**src/rtl/fp_mul_pkg.sv**
```systemverilog
// fp_mul_pkg: shared single-precision field widths, arbiter FSM states and a zero test
package fp_mul_pkg;
  localparam int FP_W  = 32;
  localparam int EXP_W = 8;
  localparam int MAN_W = 23;
  typedef enum logic [1:0] {IDLE, WAIT, RESP} state_e;
  function automatic logic is_zero(input logic [FP_W-1:0] fp);
    return fp[MAN_W +: EXP_W] == '0 && fp[MAN_W-1:0] == '0;
  endfunction
endpackage

```
**src/rtl/fp_mul_rr_arbiter.sv**
```systemverilog
// fp_mul_rr_arbiter: combinational round-robin pick of the first request at or after ptr_i
// req_i: request vector; ptr_i: highest-priority index
// gnt_o: one-hot grant; idx_o: binary index of the grant (0 when nothing requests)
module fp_mul_rr_arbiter
  import fp_mul_pkg::*;
#(
  parameter int NUM_REQ = 4,
  parameter int ID_W    = $clog2(NUM_REQ)
) (
  input  logic [NUM_REQ-1:0] req_i,
  input  logic [ID_W-1:0]    ptr_i,
  output logic [NUM_REQ-1:0] gnt_o,
  output logic [ID_W-1:0]    idx_o
);
  logic [ID_W-1:0] j;
  // Walk from the farthest candidate back to ptr_i so the nearest hit is written last.
  always_comb begin
    gnt_o = '0;
    idx_o = '0;
    j = '0;
    for (int k = NUM_REQ - 1; k >= 0; k--) begin
      j = ID_W'((int'(ptr_i) + k) % NUM_REQ);
      if (req_i[j]) begin
        gnt_o = NUM_REQ'(1) << j;
        idx_o = j;
      end
    end
  end
endmodule

```
**src/rtl/fp_mul_arbiter.sv**
```systemverilog
// fp_mul_arbiter: shares one FP32 multiplier between NUM_REQ requesters with round-robin grant
// req_valid/req_a/req_b/req_ready: per-requester request channels (operands packed 32*i)
// mul_a/mul_b/mul_result: registered operands to, and product from, the multiplier
// rsp_valid/rsp_id/rsp_result/rsp_ready: tagged response channel; busy: FSM not IDLE
// FP_MUL_ARB_ZERO_BYPASS_EN: a +/-0 operand returns a signed zero without waiting on the multiplier
module fp_mul_arbiter
  import fp_mul_pkg::*;
#(
  parameter int NUM_REQ     = 4,
  parameter int MUL_LATENCY = 1,
  parameter int ID_W        = 2
) (
  input  logic                    clk,
  input  logic                    rst,
  input  logic [NUM_REQ-1:0]      req_valid,
  input  logic [FP_W*NUM_REQ-1:0] req_a,
  input  logic [FP_W*NUM_REQ-1:0] req_b,
  output logic [NUM_REQ-1:0]      req_ready,
  output logic [FP_W-1:0]         mul_a,
  output logic [FP_W-1:0]         mul_b,
  input  logic [FP_W-1:0]         mul_result,
  output logic                    rsp_valid,
  output logic [ID_W-1:0]         rsp_id,
  output logic [FP_W-1:0]         rsp_result,
  input  logic                    rsp_ready,
  output logic                    busy
);
  localparam int CNT_W = (MUL_LATENCY > 1) ? $clog2(MUL_LATENCY) : 1;
  state_e          state_q;
  logic [CNT_W-1:0] cnt_q;
  logic [ID_W-1:0] ptr_q, rsp_id_q, idx;
  logic [FP_W-1:0] mul_a_q, mul_b_q, rsp_result_q, a_sel, b_sel;
  logic            hs, bypass;
  // Requests are only presented to the arbiter in IDLE, so req_ready is zero elsewhere.
  fp_mul_rr_arbiter #(.NUM_REQ(NUM_REQ), .ID_W(ID_W)) u_arb (
    .req_i(state_q == IDLE ? req_valid : '0),
    .ptr_i(ptr_q),
    .gnt_o(req_ready),
    .idx_o(idx)
  );
  assign hs    = |req_ready;
  assign a_sel = req_a[FP_W*idx +: FP_W];
  assign b_sel = req_b[FP_W*idx +: FP_W];
`ifdef FP_MUL_ARB_ZERO_BYPASS_EN
  assign bypass = is_zero(a_sel) | is_zero(b_sel);
`else
  assign bypass = 1'b0;
`endif
  always_ff @(posedge clk) begin
    if (rst) begin
      state_q      <= IDLE;
      cnt_q        <= '0;
      ptr_q        <= '0;
      rsp_id_q     <= '0;
      mul_a_q      <= '0;
      mul_b_q      <= '0;
      rsp_result_q <= '0;
    end else begin
      case (state_q)
        IDLE: if (hs) begin
          mul_a_q  <= a_sel;
          mul_b_q  <= b_sel;
          rsp_id_q <= idx;
          ptr_q    <= (idx == ID_W'(NUM_REQ - 1)) ? '0 : idx + 1'b1;
          cnt_q    <= CNT_W'(MUL_LATENCY - 1);
          state_q  <= bypass ? RESP : WAIT;
          if (bypass) rsp_result_q <= {a_sel[FP_W-1] ^ b_sel[FP_W-1], {(FP_W-1){1'b0}}};
        end
        WAIT: if (cnt_q == '0) begin
          rsp_result_q <= mul_result;
          state_q      <= RESP;
        end else begin
          cnt_q <= cnt_q - 1'b1;
        end
        RESP: if (rsp_ready) state_q <= IDLE;
        default: state_q <= IDLE;
      endcase
    end
  end
  assign mul_a      = mul_a_q;
  assign mul_b      = mul_b_q;
  assign rsp_id     = rsp_id_q;
  assign rsp_result = rsp_result_q;
  assign rsp_valid  = state_q == RESP;
  assign busy       = state_q != IDLE;
endmodule

```
**config.mk**
```make
export PLATFORM = sky130hd
export DESIGN_NAME = fp_mul_arbiter
export DESIGN_NICKNAME = d
export VERILOG_FILES = /design/src/rtl/fp_mul_pkg.sv /design/src/rtl/fp_mul_rr_arbiter.sv /design/src/rtl/fp_mul_arbiter.sv
export SDC_FILE = /design/constraint.sdc
export NUM_CORES = 1
export LEC_CHECK = 0
export CORE_AREA = 2 2 155 157
export DETAILED_ROUTE_END_ITERATION = 6
export DIE_AREA = 0 0 157 159
export PLACE_DENSITY = 0.7
export SLEW_MARGIN = 20
export SYNTH_ARGS = -nofsm -noshare
export SYNTH_HDL_FRONTEND = slang
export SYNTH_SLANG_ARGS = --single-unit
```
**constraint.sdc**
```tcl
create_clock -name clk -period 4.93 [get_ports clk]
set_input_delay 0.7395 -clock clk [delete_from_list [all_inputs] [get_ports clk]]
set_output_delay 0.7395 -clock clk [all_outputs]
set_load 0.02 [all_outputs]
```
==> qor.csv, run 1 <==
metric;value;unit
yosys warns;0;
# port buffers;398;
Cells after Synth;740;
Setup violations, final;0;
routability cong.;0.864;
FILL cells;2288;
Synth area leader;dfxtp_1;
Crit path buffers/inverters;2;
final worst slack;0.325;ns
worst r2r path cells;10;
Synth Net Count;1043;
drt via density;4.70;
Resize count post-CTS;0;
pre-CTS WS;0.742;ns
wire per inst;16.4;um
Power Dens Cells;637;nW/um2
share of cells above drive strength 1;0.0941;
largest family of logic cells by synthesized area;multiplexers;
worst endpoint required time;4.19;ns
Clock Root Buffer;clkbuf_16;
Worst R2R Start;ptr_q[0];
Die Ht;159;um
Seq/Total Area, Yosys;0.332;
Fmax achieved;217;MHz
Worst-Skew Late Latency;0.35;ns
max cap viols;0;
TNS Setup;0;ns
total number of vias;6642;
Post-Route WL;23200;um
HP Start;mul_b[28];
Mapped Area;6160;um2
Setup Skew;0.0126;ns
DR DRC count;0;
Slew HR;0.488;
postcts setup bufs;0;
post-synthesis compound-gate area fraction;0.214;
fin nets;1393;
Distinct cells, synth;38;
DP HPWL;17400;um
Synth area leaders;dfxtp_1 33%, mux2_2 12%, mux2i_1 11%;
critical path depth in cells;7;
Tot GR Track Use;0.176;
synthesis-to-layout area growth;74.1;%
RSZ-0062 raised after global routing;no;
Synth Area in Simple Gates;0.155;
status;completed;
placed cell areas;10400;um2
Routed Antenna Nets;0;
grt total ovfl;0;
clk sinks;102;
Synth Register Bits;102;
RR Endpoint;mul_a[1];
HP Class;reg2reg;
vias in the first global route;6387;
Critical Path End;req_ready[1];
Critical Path Max Stage Delay;0.76;ns
H-tree levels;3;
Tmin final;4.60;ns
largest net degree at the start of global routing;131;
CTS Buffer Depth;2;
Post-Synth XOR/XNOR Area;0.00142;
row cnt;56;
1st-pass router iterations;7;
# hold bufs at CTS;0;
first-pass GRT wire length;34900;um
Crit-path slowest cell;dfxtp_1;
Die ar.;25000;um2
Antenna Cells;0;
Final Instance Area;10700;um2
CTS tree;built;
Post-Synth Adder-Cell Area;0.0163;
initial antenna violation count;1;
CP max FO;19;
kind of critical path;reg2out;
CP top delay family;buffers and inverters;
Slew Viols, Final;0;
I/O Pins;399;
mux cell area share after synthesis;0.228;
Core Region;23200;um2
die width;157;um
Critical path origin;ptr_q[0];
starting density of the core;0.265;
worst path cell trace;inv_1 > ha_1 > or4b_2 > o32ai_1 > a311oi_1 > o2bb2ai_1 > clkdlybuf4s50_1;
crit share post-route;0.934;
Leakage;4.40;nW
Worst-path clk slew;0.08;ns
share of the synthesized area in the top cell type;0.332;
Startpoint Class;flop;
CTS Buf Count;9;
Worst VDD drop;0.000499;V
DRT iter0 DRCs;319;
Critical Path AT;3.87;ns
Power Total;6.83;mW
Setup crit end kind;primary output;
Final Hold Viols;0;
Worst Max-Slew Pin Slew;0.767;ns
r2r setup slk;0.82;ns
post-synthesis average cell area;8.32;um2
[layer usage]
layer,vias to the layer above,global-route usage,share of wire
met1,3034,0.213,0.42
met2,264,0.301,0.47
met3,24,0.0599,0.094
met5,-,0,0.00056
li1,3318,-,-
met4,2,0.0384,0.014
[power by group]
part	switching, mW	internal (mW)
sequential	0.179	1.13
combinational	2.52	2.18
clock	0.361	0.460
[metrics by stage]
step	util	instances	hold slack, ns
2_1_floorplan	-	740	0.528
3_3_place_gp	0.447	1398	0.437
3_5_place_dp	0.447	1398	0.442
4_1_cts	0.462	1414	0.453
5_1_grt	0.462	1414	0.466
6_report	0.462	1414	0.450
[worst register-to-register path, cell delays in order, from the launching register on]
cell       delay (ns)
dfxtp_1          0.76
inv_1            0.29
ha_1             0.67
or3b_1           0.39
o22a_1           0.22
a311oi_1         0.34
o2bb2ai_1        0.18
nor4_4           0.46
buf_12           0.34
a211o_1          0.25
a21oi_1          0.06
[cell usage in the layout (no fill, tap or decap), drive strengths merged, types with 2 or more instances in the layout]
| cell type | netlist | layout |
|---|---|---|
| clkdlybuf4s50 | 0 | 397 |
| nand2 | 135 | 135 |
| a21oi | 103 | 103 |
| dfxtp | 102 | 102 |
| nor2 | 75 | 75 |
| mux2i | 68 | 68 |
| a211o | 65 | 65 |
| mux2 | 64 | 64 |
| clkbuf | 31 | 9 |
| buf | 36 | 9 |
| ha | 8 | 8 |
| inv | 3 | 7 |
| or4b | 4 | 4 |
| o32ai | 4 | 4 |
| a311oi | 4 | 4 |
| o2bb2ai | 4 | 4 |
| nand2b | 4 | 4 |
| or3 | 3 | 3 |
| or2 | 3 | 3 |
| nor2b | 3 | 3 |
| a211oi | 3 | 3 |
| o22a | 2 | 2 |
| o22ai | 2 | 2 |
| bufinv | 0 | 2 |
| or3b | 2 | 2 |
| o221ai | 2 | 2 |
[flip-flops by register name, summed over array words and instances, names as in the netlist]
name / cells
mul_a: 32
state_q: 2
rsp_result: 32
ptr_q: 2
rsp_id: 2
mul_b: 32
[Yosys cell counts (all sizes together)]
| cell type | number |
|---|---|
| inv | 3 |
| o221ai | 2 |
| nand3 | 1 |
| a21oi | 103 |
| buf | 36 |
| nor2 | 75 |
| nand2 | 135 |
| clkbuf | 31 |
| nand2b | 4 |
| o22a | 2 |
| xor2 | 1 |
| a211oi | 3 |
| a211o | 65 |
| nor4 | 1 |
| or2 | 3 |
| o2bb2ai | 4 |
| a31oi | 1 |
| o2111ai | 1 |
| nor2b | 3 |
| or4b | 4 |
| mux2 | 64 |
| or3 | 3 |
| dfxtp | 102 |
| a311oi | 4 |
| a221oi | 1 |
| a21boi | 1 |
| o22ai | 2 |
| o21ai | 1 |
| mux2i | 68 |
| ha | 8 |
| or3b | 2 |
| o32ai | 4 |
| o21ba | 1 |
| and3b | 1 |
[layout make-up]
class / instances / area, um2 / share of cell area
Timing Repair Buffer: 406 / 4100 / 0.383
Multi-Input combinational cell: 568 / 3820 / 0.357
Sequential cell: 102 / 2040 / 0.191
Tap cell: 319 / 399 / 0.0372
Clock buffer: 9 / 225 / 0.0210
Clock inverter: 7 / 114 / 0.0106
Inverter: 3 / 11.3 / 0.00105
[kinds of logic after synthesis]
logic type,Yosys count
simple gates,232
compound gates,195
mux,132
flops,102
buf+inv,70
fa+ha+maj,8
xor+xnor,1
[worst min-delay path by stage]
| stage | endpoint | slack (ns) | cells after the start |
|---|---|---|---|
| after global placement | mul_a[29] | 0.44 | 2 |
| final | mul_b[28] | 0.45 | 2 |
| after global routing | mul_b[11] | 0.47 | 2 |
| after CTS | mul_b[11] | 0.45 | 2 |
| after floorplan | mul_b[0] | 0.53 | 2 |
| after detailed placement | mul_a[7] | 0.44 | 2 |
(Power assumes the default switching activity.)
==> run 2: changes to the inputs <==
--- a/config.mk
+++ b/config.mk
@@ -5,10 +5,11 @@
 export SDC_FILE = /design/constraint.sdc
 export NUM_CORES = 1
 export LEC_CHECK = 0
-export CORE_AREA = 2 2 155 157
+export ABC_AREA = 1
+export CORE_MARGIN = 2
+export CORE_UTILIZATION = 30
 export DETAILED_ROUTE_END_ITERATION = 6
-export DIE_AREA = 0 0 157 159
-export PLACE_DENSITY = 0.7
+export PLACE_DENSITY = 0.72
 export SLEW_MARGIN = 20
 export SYNTH_ARGS = -nofsm -noshare
 export SYNTH_HDL_FRONTEND = slang
==> run 2 against run 1 <==
Hold slack better by 0.042 ns. Critical path depth rose by 4. Setup slack better by 0.84 ns. Clock skew is 0.0013 ns higher. Area after synthesis increased by 22%. Final area grew 11%. Clock power decreased by 8.6%. Via count is 36% higher. Largest cell class is now multi-input gates. Non-clock buffer count is 3 higher.
==> qor.csv, run 2 <==
metric;value;unit
status;completed;
Post-Synth XOR/XNOR Area;0.00116;
# port buffers;398;
CTS tree;built;
Routed Antenna Nets;0;
drt via density;4.56;
Slew Viols, Final;0;
Synth area leaders;dfxtp_1 27%, nand2_1 18%, nand3b_1 13%;
row cnt;58;
Worst Max-Slew Pin Slew;0.965;ns
yosys warns;0;
H-tree levels;3;
Die Ht;163;um
Resize count post-CTS;0;
Post-Synth Adder-Cell Area;0.0133;
Setup violations, final;0;
DR DRC count;0;
TNS Setup;0;ns
starting density of the core;0.303;
Core Region;24900;um2
I/O Pins;399;
commonest non-fill, non-tap cells in the layout;398 x clkdlybuf4s50_1, 362 x nand2_1, 212 x inv_1;
worst endpoint required time;4.19;ns
postcts setup bufs;0;
kind of critical path;reg2out;
Main synth FF type;dfxtp_1;
DRT iter0 DRCs;607;
utilization after layout;0.479;
Setup Skew;0.0139;ns
final worst slack;1.17;ns
Worst-Skew Late Latency;0.36;ns
Tmin final;3.76;ns
post-synthesis compound-gate area fraction;0.0239;
fin nets;1945;
Clock Root Buffer;clkbuf_16;
DP HPWL;20400;um
Worst-path clk slew;0.07;ns
RSZ-0062 raised after global routing;no;
HP Class;reg2reg;
vias in the first global route;8302;
share of cells above drive strength 1;0.0243;
# hold bufs at CTS;0;
grt total ovfl;0;
post-synthesis async set-or-reset flop share;0;
Worst VDD drop;0.00102;V
Synth Register Bits;102;
Seq/Total Area, Yosys;0.271;
routability cong.;0.920;
Die ar.;26400;um2
wire per inst;14.6;um
clk sinks;102;
synthesis-to-layout area growth;58.2;%
Synth Area in Simple Gates;0.521;
Setup crit end kind;primary output;
die width;163;um
Cells after Synth;1309;
crit share post-route;0.763;
Antenna Cells;0;
share of the synthesized area in the top cell type;0.271;
Startpoint Class;flop;
commonest non-fill, non-tap cell in the layout;clkdlybuf4s50_1;
Critical Path AT;3.02;ns
Synth Net Count;1612;
first-pass GRT wire length;44400;um
Fmax achieved;266;MHz
Post-Route WL;28900;um
Hold WS;0.493;ns
Mapped Area;7540;um2
Final Hold Viols;0;
initial antenna violation count;0;
pre-CTS WS;1.29;ns
total number of vias;9023;
mux cell area share after synthesis;0;
1st-pass router iterations;5;
Power Dens Cells;815;nW/um2
largest family of logic cells by synthesized area;simple AND/OR/NAND/NOR gates;
Distinct cells, synth;22;
Tot GR Track Use;0.209;
post-synthesis average cell area;5.76;um2
CTS Buf Count;9;
Slew HR;0.356;
cell with the most instances after synthesis;nand2_1;
Synth area leader;dfxtp_1;
CP max FO;12;
CTS Buffer Depth;2;
largest net degree at the start of global routing;130;
commonest cells in the netlist;365 x nand2_1, 214 x inv_1, 204 x nor2_1;
Post-synth EDFFs;0;
Leakage;5.69;nW
max cap viols;0;
-- run 2: power breakdown --
group / internal [mW] / switching (mW) / total (mW)
combinational: 2.71 / 4.85 / 7.57
clock: 0.365 / 0.385 / 0.750
sequential: 1.21 / 0.198 / 1.41
total: 4.29 / 5.44 / 9.73
-- run 2: worst paths after layout --
check	depth (start not counted)	start	endpoint	slack, ns
hold / removal	2	rsp_id[1]	rsp_id[1]	0.49
setup / recovery	11	ptr_q[0]	req_ready[3]	1.17
hold reg to reg	2	rsp_id[1]	rsp_id[1]	0.49
setup reg to reg	13	ptr_q[0]	mul_a[21]	1.39
-- run 2: cell type report --
cell class | count | area, um2
flip-flops and latches | 102 | 2040
clock buffers | 9 | 225
fillers | 2541 | 13000
inverters | 217 | 815
well taps | 330 | 413
multi-input cells | 903 | 4240
repair buffers | 409 | 4100
clock inverters | 7 | 86.3
-- run 2: logic make-up (layout without fill, tap and decap cells) --
logic type / after synthesis / in the layout
AO/OA/AOI/OAI: 36 / 36
XOR/XNOR: 1 / 1
adder cells (fa/ha/maj): 8 / 8
buffers and inverters: 304 / 642
flip-flops: 102 / 102
AND/OR/NAND/NOR: 858 / 858
-- run 2: stage by stage --
step	power, mW	cells	area, um2
4_1_cts	9.82	1977	11900
2_1_floorplan	7.04	1309	7540
3_3_place_gp	8.92	1961	11600
5_1_grt	10.9	1977	11900
6_report	9.73	1977	11900
3_5_place_dp	9.02	1961	11600
-- run 2: layer usage --
metal / up-vias / track usage / share of wire
li1: 4624 / - / -
met1: 4023 / 0.278 / 0.44
met2: 333 / 0.341 / 0.46
met3: 43 / 0.0453 / 0.076
met4: 0 / 0.0615 / 0.024
met5: - / 0 / 0
-- run 2: critical path, stage by stage (launching register included) --
cell and delay (ns):
dfxtp_1 0.68, inv_2 0.19, ha_1 0.39, inv_1 0.08, nand3_1 0.08, nand2_1 0.07, nor2_2 0.25, nand2_1 0.09
nand3_1 0.09, nand2_1 0.09, inv_1 0.06, clkdlybuf4s50_1 0.60
